===== config.mk =====
export PLATFORM = sky130hd
export DESIGN_NAME = as6s_vp_buffer_fifo_ctrl
export DESIGN_NICKNAME = d
export VERILOG_FILES = /design/src/rtl/as6s_vp_buffer_fifo_ctrl.sv
export SDC_FILE = /design/constraint.sdc
export NUM_CORES = 1
export LEC_CHECK = 0
export CAP_MARGIN = 20
export CORE_MARGIN = 1
export CORE_UTILIZATION = 45
export CTS_CLUSTER_SIZE = 10
export DETAILED_ROUTE_END_ITERATION = 16
export PLACE_DENSITY = 0.74
export SLEW_MARGIN = 20
export SYNTH_ARGS = -nofsm -noshare
export SYNTH_HDL_FRONTEND = slang
export SYNTH_SLANG_ARGS = --single-unit

===== constraint.sdc =====
create_clock -name clk -period 11 [get_ports clk]
set_input_delay 2.2 -clock clk [delete_from_list [all_inputs] [get_ports clk]]
set_output_delay 2.2 -clock clk [all_outputs]
set_load 0.02 [all_outputs]

===== src/rtl/as6s_vp_buffer_fifo_ctrl.sv =====
// FIFO controller driving the as6s 1r1w ECC RAM wrapper: push stream -> RAM writes,
// prefetch reads absorbed in a small output buffer, pop stream with ECC status and statistics.
module as6s_vp_buffer_fifo_ctrl #(
    parameter int ADDR_WIDTH = 4,
    parameter int DATA_WIDTH = 128,
    parameter int RD_LATENCY = 2,
    parameter int OBUF_DEPTH = 4,
    parameter int CNT_WIDTH  = 8
) (
    input  logic                  clk,
    input  logic                  rst_n,
    input  logic                  wr_vld,
    output logic                  wr_rdy,
    input  logic [DATA_WIDTH-1:0] wr_data,
    output logic                  rd_vld,
    input  logic                  rd_rdy,
    output logic [DATA_WIDTH-1:0] rd_data,
    output logic                  rd_sbit_err,
    output logic                  rd_dbit_err,
    output logic [ADDR_WIDTH-1:0] ram_aa,
    output logic                  ram_csa,
    output logic                  ram_wea,
    output logic [DATA_WIDTH-1:0] ram_da,
    output logic [ADDR_WIDTH-1:0] ram_ab,
    output logic                  ram_csb,
    output logic                  ram_reb,
    input  logic [DATA_WIDTH-1:0] ram_qb,
    input  logic                  ram_single_err,
    input  logic                  ram_double_err,
    input  logic                  ram_ecc_fault,
    input  logic                  err_clr,
    output logic [ADDR_WIDTH+1:0] fifo_cnt,
    output logic [CNT_WIDTH-1:0]  sbit_err_cnt,
    output logic                  dbit_err_sticky,
    output logic                  ecc_fault_sticky
);
    localparam int RAM_DEPTH = 1 << ADDR_WIDTH;
    localparam int OB_AW     = (OBUF_DEPTH > 1) ? $clog2(OBUF_DEPTH) : 1;
    localparam int OB_CW     = $clog2(OBUF_DEPTH + 1);

    typedef struct packed {
        logic                  dbit;
        logic                  sbit;
        logic [DATA_WIDTH-1:0] data;
    } obuf_entry_t;

    logic                  init_r;
    logic [ADDR_WIDTH:0]   wptr, rptr, ram_cnt;
    logic                  ram_full_r;
    logic                  push, pop, rd_issue, capture;
    logic [RD_LATENCY-1:0] vld_sr;
    logic [OB_CW-1:0]      inflight, obuf_cnt;
    logic [OB_AW-1:0]      ob_wr, ob_rd;
    obuf_entry_t           obuf_mem [OBUF_DEPTH];
    obuf_entry_t           head;

    // Both streams transfer a word on a cycle where valid and ready are high together;
    // ready never depends combinationally on valid.
    assign ram_cnt    = wptr - rptr;
    assign ram_full_r = (ram_cnt == (ADDR_WIDTH+1)'(RAM_DEPTH));
    assign wr_rdy     = init_r & ~ram_full_r;
    assign push       = wr_vld & wr_rdy;
    assign rd_vld     = (obuf_cnt != '0);
    assign pop        = rd_vld & rd_rdy;
    assign inflight   = OB_CW'($countones(vld_sr));
    assign capture    = vld_sr[RD_LATENCY-1];

    // Reserving buffer space at issue time guarantees every returning word has a slot.
    assign rd_issue = (ram_cnt != '0) && ((int'(inflight) + int'(obuf_cnt)) < OBUF_DEPTH);

    assign ram_csa = push;
    assign ram_wea = push;
    assign ram_aa  = push ? wptr[ADDR_WIDTH-1:0] : '0;
    assign ram_da  = push ? wr_data : '0;
    assign ram_csb = rd_issue;
    assign ram_reb = rd_issue;
    assign ram_ab  = rd_issue ? rptr[ADDR_WIDTH-1:0] : '0;

    assign head        = obuf_mem[ob_rd];
    assign rd_data     = rd_vld ? head.data : '0;
    assign rd_sbit_err = rd_vld & head.sbit;
    assign rd_dbit_err = rd_vld & head.dbit;

    assign fifo_cnt = (ADDR_WIDTH+2)'(ram_cnt) + (ADDR_WIDTH+2)'(inflight)
                    + (ADDR_WIDTH+2)'(obuf_cnt);

    function automatic logic [OB_AW-1:0] ob_next(input logic [OB_AW-1:0] p);
        return (p == OB_AW'(OBUF_DEPTH - 1)) ? '0 : p + 1'b1;
    endfunction

    always_ff @(posedge clk or negedge rst_n) begin
        if (!rst_n) begin
            init_r   <= 1'b0;
            wptr     <= '0;
            rptr     <= '0;
            vld_sr   <= '0;
            ob_wr    <= '0;
            ob_rd    <= '0;
            obuf_cnt <= '0;
        end else begin
            init_r <= 1'b1;
            if (push)     wptr <= wptr + 1'b1;
            if (rd_issue) rptr <= rptr + 1'b1;
            vld_sr <= {vld_sr[RD_LATENCY-2:0], rd_issue};
            if (capture)  ob_wr <= ob_next(ob_wr);
            if (pop)      ob_rd <= ob_next(ob_rd);
            case ({capture, pop})
                2'b10:   obuf_cnt <= obuf_cnt + 1'b1;
                2'b01:   obuf_cnt <= obuf_cnt - 1'b1;
                default: obuf_cnt <= obuf_cnt;
            endcase
        end
    end

    // Payload storage needs no reset: the read side is gated by rd_vld.
    always_ff @(posedge clk) begin
        if (capture) begin
            obuf_mem[ob_wr] <= '{dbit: ram_double_err, sbit: ram_single_err, data: ram_qb};
        end
    end

    // A new error in the same cycle as err_clr still registers.
    always_ff @(posedge clk or negedge rst_n) begin
        if (!rst_n) begin
            sbit_err_cnt     <= '0;
            dbit_err_sticky  <= 1'b0;
            ecc_fault_sticky <= 1'b0;
        end else begin
            if (capture && ram_single_err) begin
                if (err_clr)            sbit_err_cnt <= CNT_WIDTH'(1);
                else if (!(&sbit_err_cnt)) sbit_err_cnt <= sbit_err_cnt + 1'b1;
            end else if (err_clr) begin
                sbit_err_cnt <= '0;
            end
            if (capture && ram_double_err) dbit_err_sticky <= 1'b1;
            else if (err_clr)              dbit_err_sticky <= 1'b0;
            if (capture && ram_ecc_fault)  ecc_fault_sticky <= 1'b1;
            else if (err_clr)              ecc_fault_sticky <= 1'b0;
        end
    end
endmodule


==> summary.md <==
| Metric | Value |
|---|---|
| Slew Viols, Final | 0 |
| Post-Route WL | 58000 um |
| Share of post-route cells with drive strength above 1 | 0.127 |
| Setup Skew | 23.4 ps |
| Max-Cap Viols | 0 |
| GR met1 Demand/Resource | 0.298 |
| CTS Buf Count | 61 |
| Placed insts | 2320 |
| R2r setup slk | 8230 ps |
| Arr. time, crit path | 4570 ps |
| Fmax | 148 MHz |
| Crit path kind | input port to primary output |
| Clock-pin transition on the worst setup and hold timing paths | 60 ps |
| I/O pins | 552 |
| Area contributors post-synth | edfxtp_1, mux4_2, and2_1 |
| Worst-case clock buffer depth | 3 |
| Largest net degree at the start of global routing | 136 |
| Pre-CTS WS | 3760 ps |
| RD Place Congestion | 0.990 |
| # resized after CTS | 0 |
| Gr usage total | 0.229 |
| Buf+Inv Stages, Crit Path | 3 |
| Port bufs | 551 |
| Area after DPL | 28500 um2 |
| Clock root buffer | clkbuf_16 |
| Share of the synthesized area in the top cell type | 0.698 |
| Die height | 225 um |
| H-tree Lvls | 2 |
| WHS Path Cells | 0 |
| CP top delay family | buffers and inverters |
| Mapped Nets | 1445 |
| First-pass GRT wire length | 84500 um |
| Clk sinks | 550 |
| Die area | 50600 um2 |
| Critical Path End Type | primary output |
| Final core utilization | 0.619 |
| Reg-to-Reg Start | vld_sr[1]$_DFF_PN0_ |
| Row cnt | 81 |
| CP cell instances | clkdlybuf4s50_1 > nand2_1 > nor2_8 > buf_12 > and2_1 > clkdlybuf4s50_1 |
| Vias per cell | 5.26 |
| Final setup viols | 0 |
| Post-DP HPWL | 38300 um |
| Post-CTS setup buffers | 0 |
| Nets | 2009 |
| Post-synthesis sequential area ratio | 0.732 |
| Clk Latency, worst-skew pair | 610 ps |
| CTS Hold Bufs | 0 |
| Post-synth top area cell | edfxtp_1 |
| Critical path's slowest cell | clkdlybuf4s50_1 |
| Synth warn | 0 |
| Most Crowded Layer GR | met2 |
| Met2 usage | 0.374 |
| Critical Path Most Common Cell | clkdlybuf4s50_1 |
| Filler instances | 3533 |
| Initial drt markers | 780 |
| Reg2reg path depth | 3 |
| Hold_sp | vld_sr[0]$_DFF_PN0_ |
| Hold path endpoint | vld_sr[1]$_DFF_PN0_ |
| Post-route cell area | 30300 um2 |
| Peak VDD IR | 0.000205 V |
| Max stage delay on crit path | 660 ps |
| Grt met3 use | 0.0651 |
| LEAKAGE | 0.0102 uW |
| CTS tree | done |
| Pre-antenna DRT Iters | 5 |
| Grt total ovfl | 0 |
| Post-route setup TNS | 0 ps |
| Fin cells | 2413 |
| Initial antenna violation count | 8 |
| R2r endpoint | obuf_mem[2][123]$_DFFE_PP_ |
| Hold Vio Cnt, Final | 0 |
| HP Class | register to register |
| Area grow syn2layout | 35.4% |
| RSZ-0062 raised after global routing | false |
| Chip Width | 225 um |
| Post-Syn Area | 22400 um2 |
| Cells after Synth | 1157 |
| Syn_area_per_cell | 19.3 um2 |
| Min cycle time layout | 6770 ps |
| Startpoint Class | input port |
| Final WS setup | 4230 ps |
| Synthesized flop and latch total | 550 |
| Vias in the first global route | 13056 |
| Status | finished, final reports clean |
| Slew Limit Headroom | 0.335 |
| Antenna-violating nets left | 0 |
| CP max FO | 84 |
| Core area | 49000 um2 |
| Via count | 12702 |
| Worst-Margin Slew | 997 ps |
| Pwr/cell area | 289 nW/um2 |
| Synth unique cells | 40 |
| CP required | 8800 ps |
| Drc violations | 0 |
| Initial Util | 0.457 |
| Post-DR wirelength/cell | 24.0 um |
| Period utilization | 0.615 |
-- placed cells by master, fill, tap and decap left out, types with 10 or more instances in the layout --
master | Yosys | layout
xnor2_1 | 10 | 10
clkbuf_16 | 0 | 62
clkdlybuf4s50_1 | 0 | 551
buf_4 | 2 | 11
clkbuf_1 | 30 | 24
inv_1 | 20 | 20
mux4_2 | 130 | 130
ha_1 | 19 | 19
and2_1 | 266 | 262
edfxtp_1 | 520 | 520
dfrtp_1 | 30 | 28
-- through the flow --
step | power, uW | hold WS, ps
floorplan | 5310 | 360
global placement | 7030 | 373
detailed placement | 7070 | 372
CTS | 8880 | 397
global route | 9170 | 418
finish | 8750 | 390
-- sequential cells by signal, summed over array words and instances (netlist names) --
name	count
obuf_mem	520
sbit_err_cnt	8
rptr	5
wptr	5
obuf_cnt	3
ob_rd	2
ob_wr	2
vld_sr	2
dbit_err_sticky	1
ecc_fault_sticky	1
init_r	1
-- cells in the mapped netlist --
cell,n
nand3_1,9
o311ai_0,1
nor2_1,7
nand2_1,9
nor3b_1,1
buf_1,9
a21boi_1,1
nor2_8,1
mux4_2,130
buf_4,2
conb_1,1
inv_1,20
o21ai_0,8
dfrtp_1,30
ha_1,19
nand3b_1,2
a21oi_1,9
and3_1,9
or3_1,5
and3b_1,1
mux2_2,1
and2_1,266
clkbuf_1,30
fa_1,5
buf_2,16
o211ai_1,1
buf_8,1
nor3_1,8
a311oi_1,1
buf_6,6
edfxtp_1,520
o221a_4,1
xor2_1,9
nor4_1,1
mux2i_1,2
mux2_4,1
o221ai_1,1
xnor2_1,10
a21o_1,2
nor2b_1,1
-- how the worst max path moves through the flow --
stage,slack [ps],cells past startpoint,end,start
after CTS,3740,5,ram_da[57],wr_vld
final,4230,6,ram_da[7],wr_vld
after floorplan,5760,5,ram_da[119],wr_vld
after detailed placement,3760,5,ram_da[57],wr_vld
after global placement,3860,5,ram_da[57],wr_vld
after global routing,4060,6,ram_da[7],wr_vld
-- where the power goes --
group          leakage, uW  switching, uW  total, uW  internal (uW)
combinational      0.00422           2120       3970           1850
clock             0.000820            755       1780           1030
sequential         0.00513            184       3000           2810
-- layer usage --
layer  part of all wire  vias up
li1                   -     5587
met1               0.39     6533
met2               0.49      487
met3              0.086       87
met4              0.027        8
met5            0.00088        -
-- area by class of cell --
class / count / area, um2 / area share
tap: 664 / 831 / 0.0274
inverter: 20 / 75.1 / 0.00248
clock inverter: 3 / 47.5 / 0.00157
clock buffer: 87 / 1660 / 0.0547
antenna: 1 / 2.50 / 0.0000827
sequential: 550 / 16400 / 0.541
timing repair buffer: 565 / 5670 / 0.187
multi-input combinational: 523 / 5630 / 0.186
-- logic make-up (layout without fill, tap and decap cells) --
family / Yosys count / after routing / synth area share
AO/OA/AOI/OAI: 25 / 25 / 0.00722
XOR/XNOR: 19 / 19 / 0.00744
flip-flops: 550 / 550 / 0.732
buffers and inverters: 84 / 675 / 0.0178
other: 1 / 2 / 0.000168
multiplexers: 134 / 134 / 0.133
AND/OR/NAND/NOR: 320 / 320 / 0.0877
adder cells (fa/ha/maj): 24 / 24 / 0.0151
Power figures use the tool's default switching activity.
